<file path="config.mk">
export PLATFORM = sky130hd
export DESIGN_NAME = track_recorder
export DESIGN_NICKNAME = d
export VERILOG_FILES = /design/src/rtl/tracker_pkg.sv /design/src/rtl/track_cmd_writer.sv /design/src/rtl/track_recorder.sv
export SDC_FILE = /design/constraint.sdc
export NUM_CORES = 1
export LEC_CHECK = 0
export ABC_CLOCK_PERIOD_IN_PS = 3000
export CORE_MARGIN = 2
export CORE_UTILIZATION = 47
export CTS_CLUSTER_DIAMETER = 60
export CTS_CLUSTER_SIZE = 28
export DETAILED_ROUTE_END_ITERATION = 8
export HOLD_SLACK_MARGIN = 0.06
export PLACE_DENSITY_LB_ADDON = 0.3
export REMOVE_ABC_BUFFERS = 1
export SETUP_SLACK_MARGIN = 0.02
export SLEW_MARGIN = 20
export SYNTH_ARGS = -nofsm -noshare
export SYNTH_HDL_FRONTEND = slang
export SYNTH_HIERARCHICAL = 1
export SYNTH_SLANG_ARGS = --single-unit
</file>
<file path="constraint.sdc">
create_clock -name clk -period 3 [get_ports clk]
set_input_delay 0.6 -clock clk [delete_from_list [all_inputs] [get_ports clk]]
set_output_delay 0.6 -clock clk [all_outputs]
set_load 0.01 [all_outputs]
</file>
<file path="src/rtl/tracker_pkg.sv">
// Shared tracker definitions: note codes, command layout and the command packing helper.
package tracker_pkg;

    localparam logic [3:0] NOTE_C         = 4'd0;
    localparam logic [3:0] NOTE_CS        = 4'd1;
    localparam logic [3:0] NOTE_D         = 4'd2;
    localparam logic [3:0] NOTE_DS        = 4'd3;
    localparam logic [3:0] NOTE_E         = 4'd4;
    localparam logic [3:0] NOTE_F         = 4'd5;
    localparam logic [3:0] NOTE_FS        = 4'd6;
    localparam logic [3:0] NOTE_G         = 4'd7;
    localparam logic [3:0] NOTE_GS        = 4'd8;
    localparam logic [3:0] NOTE_A         = 4'd9;
    localparam logic [3:0] NOTE_AS        = 4'd10;
    localparam logic [3:0] NOTE_B         = 4'd11;
    localparam logic [3:0] NOTE_UNDEFINED = 4'hF;

    localparam logic [23:0] TRACK_END = 24'hFFFFFF;

    // Command field offsets
    localparam int unsigned CMD_END_BIT   = 23;
    localparam int unsigned CMD_DUR_LSB   = 12;
    localparam int unsigned CMD_OCT2_LSB  = 10;
    localparam int unsigned CMD_NOTE2_LSB = 6;
    localparam int unsigned CMD_OCT1_LSB  = 4;
    localparam int unsigned CMD_NOTE1_LSB = 0;

    // Last entry is reserved for the terminator; segments saturate at 32 ticks
    localparam logic [5:0] LAST_ADDR = 6'd63;
    localparam logic [5:0] SEG_MAX   = 6'd32;

    typedef enum logic [2:0] {
        StIdle,
        StWait,
        StNote,
        StRest,
        StFinish,
        StDone
    } rec_state_e;

    // Build a playable (non-terminator) command word
    function automatic logic [23:0] pack_cmd(input logic [4:0] dur,
                                             input logic [1:0] oct2,
                                             input logic [3:0] note2,
                                             input logic [1:0] oct1,
                                             input logic [3:0] note1);
        logic [23:0] cmd;
        cmd = '0;
        cmd[CMD_END_BIT]            = 1'b0;
        cmd[CMD_DUR_LSB   +: 5]     = dur;
        cmd[CMD_OCT2_LSB  +: 2]     = oct2;
        cmd[CMD_NOTE2_LSB +: 4]     = note2;
        cmd[CMD_OCT1_LSB  +: 2]     = oct1;
        cmd[CMD_NOTE1_LSB +: 4]     = note1;
        return cmd;
    endfunction

endpackage

</file>
<file path="src/rtl/track_cmd_writer.sv">
// One-entry valid/ready holding register for track commands plus the entry address counter.
module track_cmd_writer
    import tracker_pkg::*;
(
    input  logic        clk,
    input  logic        reset,
    input  logic        clear,
    input  logic        push,
    input  logic [23:0] push_data,
    input  logic        wr_ready,
    output logic        wr_valid,
    output logic [5:0]  wr_addr,
    output logic [23:0] wr_data,
    output logic        can_push,
    output logic        accept,
    output logic        drop
);

    logic        valid_q;
    logic [23:0] data_q;
    logic [5:0]  addr_q;

    // A new command may load in the same cycle the held one is accepted
    always_comb begin
        accept   = valid_q && wr_ready;
        can_push = !valid_q || wr_ready;
        drop     = push && !can_push;
        wr_valid = valid_q;
        wr_addr  = addr_q;
        wr_data  = data_q;
    end

    // Holding register and address counter
    always_ff @(posedge clk) begin
        if (reset) begin
            valid_q <= 1'b0;
            data_q  <= '0;
            addr_q  <= '0;
        end else begin
            if (push && can_push) begin
                data_q  <= push_data;
                valid_q <= 1'b1;
            end else if (accept) begin
                valid_q <= 1'b0;
            end
            if (clear) begin
                addr_q <= '0;
            end else if (accept) begin
                addr_q <= addr_q + 6'd1;
            end
        end
    end

endmodule

</file>
<file path="src/rtl/track_recorder.sv">
// Records live two-channel key events, timed in tempo ticks, as 24-bit track commands.
module track_recorder
    import tracker_pkg::*;
(
    input  logic        clk,
    input  logic        reset,
    input  logic        arm,
    input  logic        stop,
    input  logic        tempo_tick,
    input  logic [1:0]  key_on,
    input  logic [1:0]  key_off,
    input  logic [3:0]  note_1,
    input  logic [3:0]  note_2,
    input  logic [1:0]  octave_1,
    input  logic [1:0]  octave_2,
    output logic        wr_valid,
    input  logic        wr_ready,
    output logic [5:0]  wr_addr,
    output logic [23:0] wr_data,
    output logic        recording,
    output logic        done,
    output logic        full,
    output logic        clipped
);

    rec_state_e  state_q, state_d;
    logic [5:0]  cnt_q, cnt_d;
    logic [3:0]  note1_q, note1_d, note2_q, note2_d;
    logic [1:0]  oct1_q, oct1_d, oct2_q, oct2_d;
    logic        end_sent_q, end_sent_d;
    logic        done_q, done_d;
    logic        full_q, full_d;
    logic        clipped_q, clipped_d;

    logic        push, push_end, clear, can_push, accept, drop;
    logic        close_write, open_note;
    logic [23:0] push_data, close_cmd;
    logic [5:0]  tick_n, n_sat, slot;
    logic [4:0]  dur;

    track_cmd_writer u_writer (
        .clk       (clk),
        .reset     (reset),
        .clear     (clear),
        .push      (push),
        .push_data (push_data),
        .wr_ready  (wr_ready),
        .wr_valid  (wr_valid),
        .wr_addr   (wr_addr),
        .wr_data   (wr_data),
        .can_push  (can_push),
        .accept    (accept),
        .drop      (drop)
    );

    // Segment length including a tick in the closing cycle, and the command that closes it
    always_comb begin
        tick_n    = cnt_q + {5'd0, tempo_tick};
        n_sat     = (tick_n > SEG_MAX) ? SEG_MAX : tick_n;
        dur       = (n_sat == 6'd0) ? 5'd0 : 5'(n_sat - 6'd1);
        close_cmd = (state_q == StRest)
                  ? pack_cmd(dur, 2'd0, NOTE_UNDEFINED, 2'd0, NOTE_UNDEFINED)
                  : pack_cmd(dur, oct2_q, note2_q, oct1_q, note1_q);
        // Entry a new command would occupy, counting one still waiting in the holding register
        slot      = wr_addr + {5'd0, wr_valid};
        push_data = push_end ? TRACK_END : close_cmd;
    end

    // Next-state, segment counting and write requests
    always_comb begin
        state_d     = state_q;
        cnt_d       = cnt_q;
        note1_d     = note1_q;
        note2_d     = note2_q;
        oct1_d      = oct1_q;
        oct2_d      = oct2_q;
        end_sent_d  = end_sent_q;
        done_d      = 1'b0;
        full_d      = full_q;
        clipped_d   = clipped_q | drop;
        push        = 1'b0;
        push_end    = 1'b0;
        clear       = 1'b0;
        close_write = 1'b0;
        open_note   = 1'b0;

        case (state_q)
            StIdle, StDone: begin
                if (arm) begin
                    state_d   = StWait;
                    clear     = 1'b1;
                    cnt_d     = '0;
                    full_d    = 1'b0;
                    clipped_d = 1'b0;
                end
            end
            StWait: begin
                if (stop) begin
                    state_d    = StFinish;
                    end_sent_d = 1'b0;
                end else if (|key_on) begin
                    open_note = 1'b1;
                end
            end
            StNote: begin
                if (tempo_tick) begin
                    if (cnt_q == SEG_MAX) clipped_d = 1'b1;
                    else cnt_d = cnt_q + 6'd1;
                end
                if (stop) begin
                    close_write = 1'b1;
                    state_d     = StFinish;
                    end_sent_d  = 1'b0;
                end else if (|key_on) begin
                    // Retrigger, or key_off in the same cycle: the zero-length rest is dropped
                    close_write = 1'b1;
                    open_note   = 1'b1;
                end else if (|key_off) begin
                    close_write = 1'b1;
                    state_d     = StRest;
                    cnt_d       = '0;
                end
            end
            StRest: begin
                cnt_d = tick_n;
                if (stop) begin
                    close_write = (tick_n != 6'd0);
                    state_d     = StFinish;
                    end_sent_d  = 1'b0;
                end else if (|key_on) begin
                    close_write = (tick_n != 6'd0);
                    open_note   = 1'b1;
                end else if (tick_n == SEG_MAX) begin
                    // Long silences are split into back-to-back maximum-length rests
                    close_write = 1'b1;
                    cnt_d       = '0;
                end
            end
            StFinish: begin
                if (!end_sent_q) begin
                    if (can_push) begin
                        push       = 1'b1;
                        push_end   = 1'b1;
                        end_sent_d = 1'b1;
                    end
                end else if (accept) begin
                    state_d = StDone;
                    done_d  = 1'b1;
                end
            end
            default: state_d = StIdle;
        endcase

        if (open_note) begin
            state_d = StNote;
            cnt_d   = '0;
            note1_d = key_on[0] ? note_1 : NOTE_UNDEFINED;
            oct1_d  = key_on[0] ? octave_1 : 2'd0;
            note2_d = key_on[1] ? note_2 : NOTE_UNDEFINED;
            oct2_d  = key_on[1] ? octave_2 : 2'd0;
        end

        // A close landing on the reserved entry terminates the track there instead
        if (close_write) begin
            if (slot == LAST_ADDR) begin
                state_d    = StFinish;
                end_sent_d = 1'b0;
                full_d     = 1'b1;
            end else begin
                push = 1'b1;
            end
        end
    end

    // State and flag registers
    always_ff @(posedge clk) begin
        if (reset) begin
            state_q    <= StIdle;
            cnt_q      <= '0;
            note1_q    <= '0;
            note2_q    <= '0;
            oct1_q     <= '0;
            oct2_q     <= '0;
            end_sent_q <= 1'b0;
            done_q     <= 1'b0;
            full_q     <= 1'b0;
            clipped_q  <= 1'b0;
        end else begin
            state_q    <= state_d;
            cnt_q      <= cnt_d;
            note1_q    <= note1_d;
            note2_q    <= note2_d;
            oct1_q     <= oct1_d;
            oct2_q     <= oct2_d;
            end_sent_q <= end_sent_d;
            done_q     <= done_d;
            full_q     <= full_d;
            clipped_q  <= clipped_d;
        end
    end

    // Session status outputs
    always_comb begin
        recording = (state_q == StWait) || (state_q == StNote) ||
                    (state_q == StRest) || (state_q == StFinish);
        done      = done_q;
        full      = full_q;
        clipped   = clipped_q;
    end

endmodule

</file>
==> results.yml <==
run_status:
  status: "finished, final reports clean"
critical_path:
  start_kind: "input pin"
  setup.worst_path.class: "input pin to flip-flop"
  critPathTopFamily: "buffers and inverters"
  worst_setup_path_end_kind: "flip-flop"
  cp_common_cell: "sky130_fd_sc_hd__ha_2"
  worstPathRequired_ps: 3200
  critical_path.n_buffers_inverters: 3
  crit_path_max_incr_delay_ps: 490
  critical_path_at_ps: 3070
  critical_path.max_fanout: 18
  crit_slowest_cell: "sky130_fd_sc_hd__clkdlybuf4s50_1"
  crit_chain: "clkdlybuf4s50_1 > ha_2 > ha_2 > or2_4 > nor4_2 > a211o_1 > o311ai_2 > and2_4 > o21ai_4 > inv_2 > buf_12 > o21ai_0 > a21oi_1"
power:
  power.combinational.fraction: 0.243
  leakage_nw: 1.44
  p_seq_frac: 0.466
  p_int_mw: 1.23
  swShare: 0.302
  vdd_drop_max_v: 0.000279
  power.clock.fraction: 0.291
  p_per_area_nw_per_um2: 447
  switching_power_mw: 0.531
cts:
  tritoncts: "yes"
  clk_transition_reported_paths_ps: 100
  num_cts_buffers: 5
  cts_hold_buf: 0
  cts_max_level: 2
  cts-root-to-sink-buffers: 2
  worstSkewPairLatency_ps: 310
  numClockSinks: 56
  ctsRootBufferMaster: "sky130_fd_sc_hd__clkbuf_8"
synthesis:
  most_numerous_cell_types_in_the_synthesized_netlist: "56 x sky130_fd_sc_hd__dfxtp_1, 36 x sky130_fd_sc_hd__a21oi_1, 34 x sky130_fd_sc_hd__nor2_1"
  synth-seq-cells: 56
  syn_area_per_cell_um2: 8.09
  synth_warnings: 6
  mappedNetlistArea_um2: 3050
  synthMostInstantiatedCell: "sky130_fd_sc_hd__dfxtp_1"
  postSynth.asyncResetShare: 0
  synth_sequential_area_ratio: 0.368
  synth_flop_cell: "sky130_fd_sc_hd__dfxtp_1"
  post_synth_main_area_contributors: "sky130_fd_sc_hd__dfxtp_1 37%, sky130_fd_sc_hd__a21oi_1 5.9%, sky130_fd_sc_hd__nor2_1 4.2%"
  number_of_enable_type_register_cells_in_the_synthesized_netlist: 0
  number_of_unique_standard_cell_types_used_by_synthesis: 56
  synthesis.instances: 377
  synth_largest_area_cell: "sky130_fd_sc_hd__dfxtp_1"
  synth_top_area_share: 0.368
finish:
  area_delta_synth_final_pct: 29.1
  stdcell_area_um2: 3940
  fillers: 586
  n_antenna_cell: 0
  multi_input_comb_area_um2: 1770
  finish.net_count: 473
  post_route_cells_drive_above_1_share: 0.162
  stdcell_count: 521
  seq_area_um2: 1120
hold_path:
  type_of_the_worst_min_delay_path: "flip-flop to flip-flop"
floorplan:
  fp.coreArea_um2: 6310
  floorplan.die.height_um: 84.6
  floorplan.io_pins: 57
  std_cell_rows: 29
  die-area_um2: 7150
  die_width_um: 84.6
  initial_utilization: 0.483
placed_design:
  placedInstanceArea_um2: 3790
  place_congestion: 0.890
  detailed_place_hpwl_um: 5380
  post-place-ws_ps: -305
  post-place-cells: 513
  placement.io_buffers: 56
route:
  num_vias: 3002
  viasPerCell: 5.76
  first_pass_detailed_route_iteration_total: 5
  drt_drc_violations_left: 0
  drt_wl_total_um: 7800
  avgRoutedWirePerCell_um: 15.0
  drt_first_iter_violations: 208
  postRouteAntennaNets: 0
sta:
  setup_violations: 0
  finalMaxSlewViolations: 0
  clock_skew_ps: 7.46
  finalCritPeriodShare: 0.958
  max_slew_margin: 0.618
  timing_worst_slew_pin_value_ps: 567
  period_minus_slack_ps: 2870
  fin_ws_ps: 125
  grt_setup_unrepaired: "false"
  hold_viol_final: 0
  timing.fmax_mhz: 348
flow_run:
  cap_viol_max_count: 0
global_routing:
  track_usage: 0.221
  globalRouteOverflowTotal: 0
  grt_antenna_before_repair: 0
  grt_start_max_net_pins: 37
  grt_pass1_vias: 2767
  grt_pass1_wl_um: 13100
cell type report:
cell class | instances | share of cell area
clock buffer | 6 | 0.0184
multi-input combinational | 284 | 0.448
inverter | 12 | 0.0133
tap | 77 | 0.0245
clock inverter | 2 | 0.00985
timing repair buffer | 84 | 0.201
sequential | 56 | 0.285
metrics by stage:
step	TNS, ps	power [mW]	hold WS [ps]	util
CTS	0	1.76	485	0.619
global placement	-5450	1.24	466	0.600
finish	0	1.76	488	0.624
global route	0	1.85	519	0.624
floorplan	-25200	1.06	453	-
detailed placement	-6830	1.25	470	0.600
power groups by stage:
| stage | Sequential, mW | Combinational [mW] | Clock [mW] |
|---|---|---|---|
| 2_1_floorplan | 0.834 | 0.226 | 0 |
| 3_3_place_gp | 0.835 | 0.405 | 0 |
| 3_5_place_dp | 0.836 | 0.413 | 0 |
| 4_1_cts | 0.819 | 0.418 | 0.520 |
| 5_1_grt | 0.827 | 0.470 | 0.553 |
| 6_report | 0.820 | 0.428 | 0.512 |
final timing paths:
| kind | start | endpoint | slack [ps] | cells past startpoint |
|---|---|---|---|---|
| worst max register to register | cnt_q[0]$_SDFFE_PP0P_ | u_writer/wr_data[10]$_SDFFE_PP0P_ | 450 | 12 |
| worst max-delay path | tempo_tick | u_writer/wr_data[10]$_SDFFE_PP0P_ | 130 | 13 |
| worst min register to register | full$_SDFF_PP0_ | full$_SDFF_PP0_ | 490 | 2 |
| worst min-delay path | full$_SDFF_PP0_ | full$_SDFF_PP0_ | 490 | 2 |
kinds of logic after synthesis:
group | synth area share
xor gates and xnor gates | 0.0480
buffers and inverters | 0.0644
muxes | 0.00492
AOI/OAI and AO/OA | 0.233
and+or+nand+nor | 0.249
DFF | 0.368
adders and majority gates | 0.0328
per-layer routing:
layer  vias to the layer above  part of all wire  GRT usage
li1                       1480                 -          -
met1                      1421              0.46      0.300
met2                        92              0.48      0.364
met3                         9             0.050     0.0374
met4                         0             0.012     0.0606
met5                         -                 0          0
state kept, by name, summed over array words and instances (netlist names), 2 cells and up:
name / cells
cnt_q: 6
oct2_q: 2
oct1_q: 2
u_writer/wr_addr: 6
note1_q: 4
note2_q: 4
u_writer/wr_data: 24
state_q: 3
cells in the final DEF (no fill, tap or decap), types with 5 or more instances in the layout:
master,count
sky130_fd_sc_hd__o21ai_1,24
sky130_fd_sc_hd__clkdlybuf4s50_1,56
sky130_fd_sc_hd__a21oi_1,36
sky130_fd_sc_hd__o21ai_0,14
sky130_fd_sc_hd__nor2_1,33
sky130_fd_sc_hd__or3_1,13
sky130_fd_sc_hd__o22ai_1,9
sky130_fd_sc_hd__xnor2_1,11
sky130_fd_sc_hd__clkbuf_8,5
sky130_fd_sc_hd__a21oi_2,8
sky130_fd_sc_hd__dfxtp_1,56
sky130_fd_sc_hd__nand3_2,8
sky130_fd_sc_hd__nand3_1,22
sky130_fd_sc_hd__ha_1,6
sky130_fd_sc_hd__nand2_1,33
sky130_fd_sc_hd__inv_1,9
sky130_fd_sc_hd__buf_4,26
what timing repair did:
action	4_1_cts	5_1_grt
endpoints found under the setup margin	2	24
buffers inserted	0	0
resized for setup	1	11
hold endpoints to repair	0	0
pin swaps	0	2
gates cloned	0	0
worst register-to-register path: cells and delay by family, from the launching register on:
kind | cells | cell delay (ps)
compound gates | 5 | 690
fa+ha+maj | 2 | 490
buf+inv | 2 | 230
flops | 1 | 420
simple gates | 3 | 600
(Power assumes the default switching activity.)
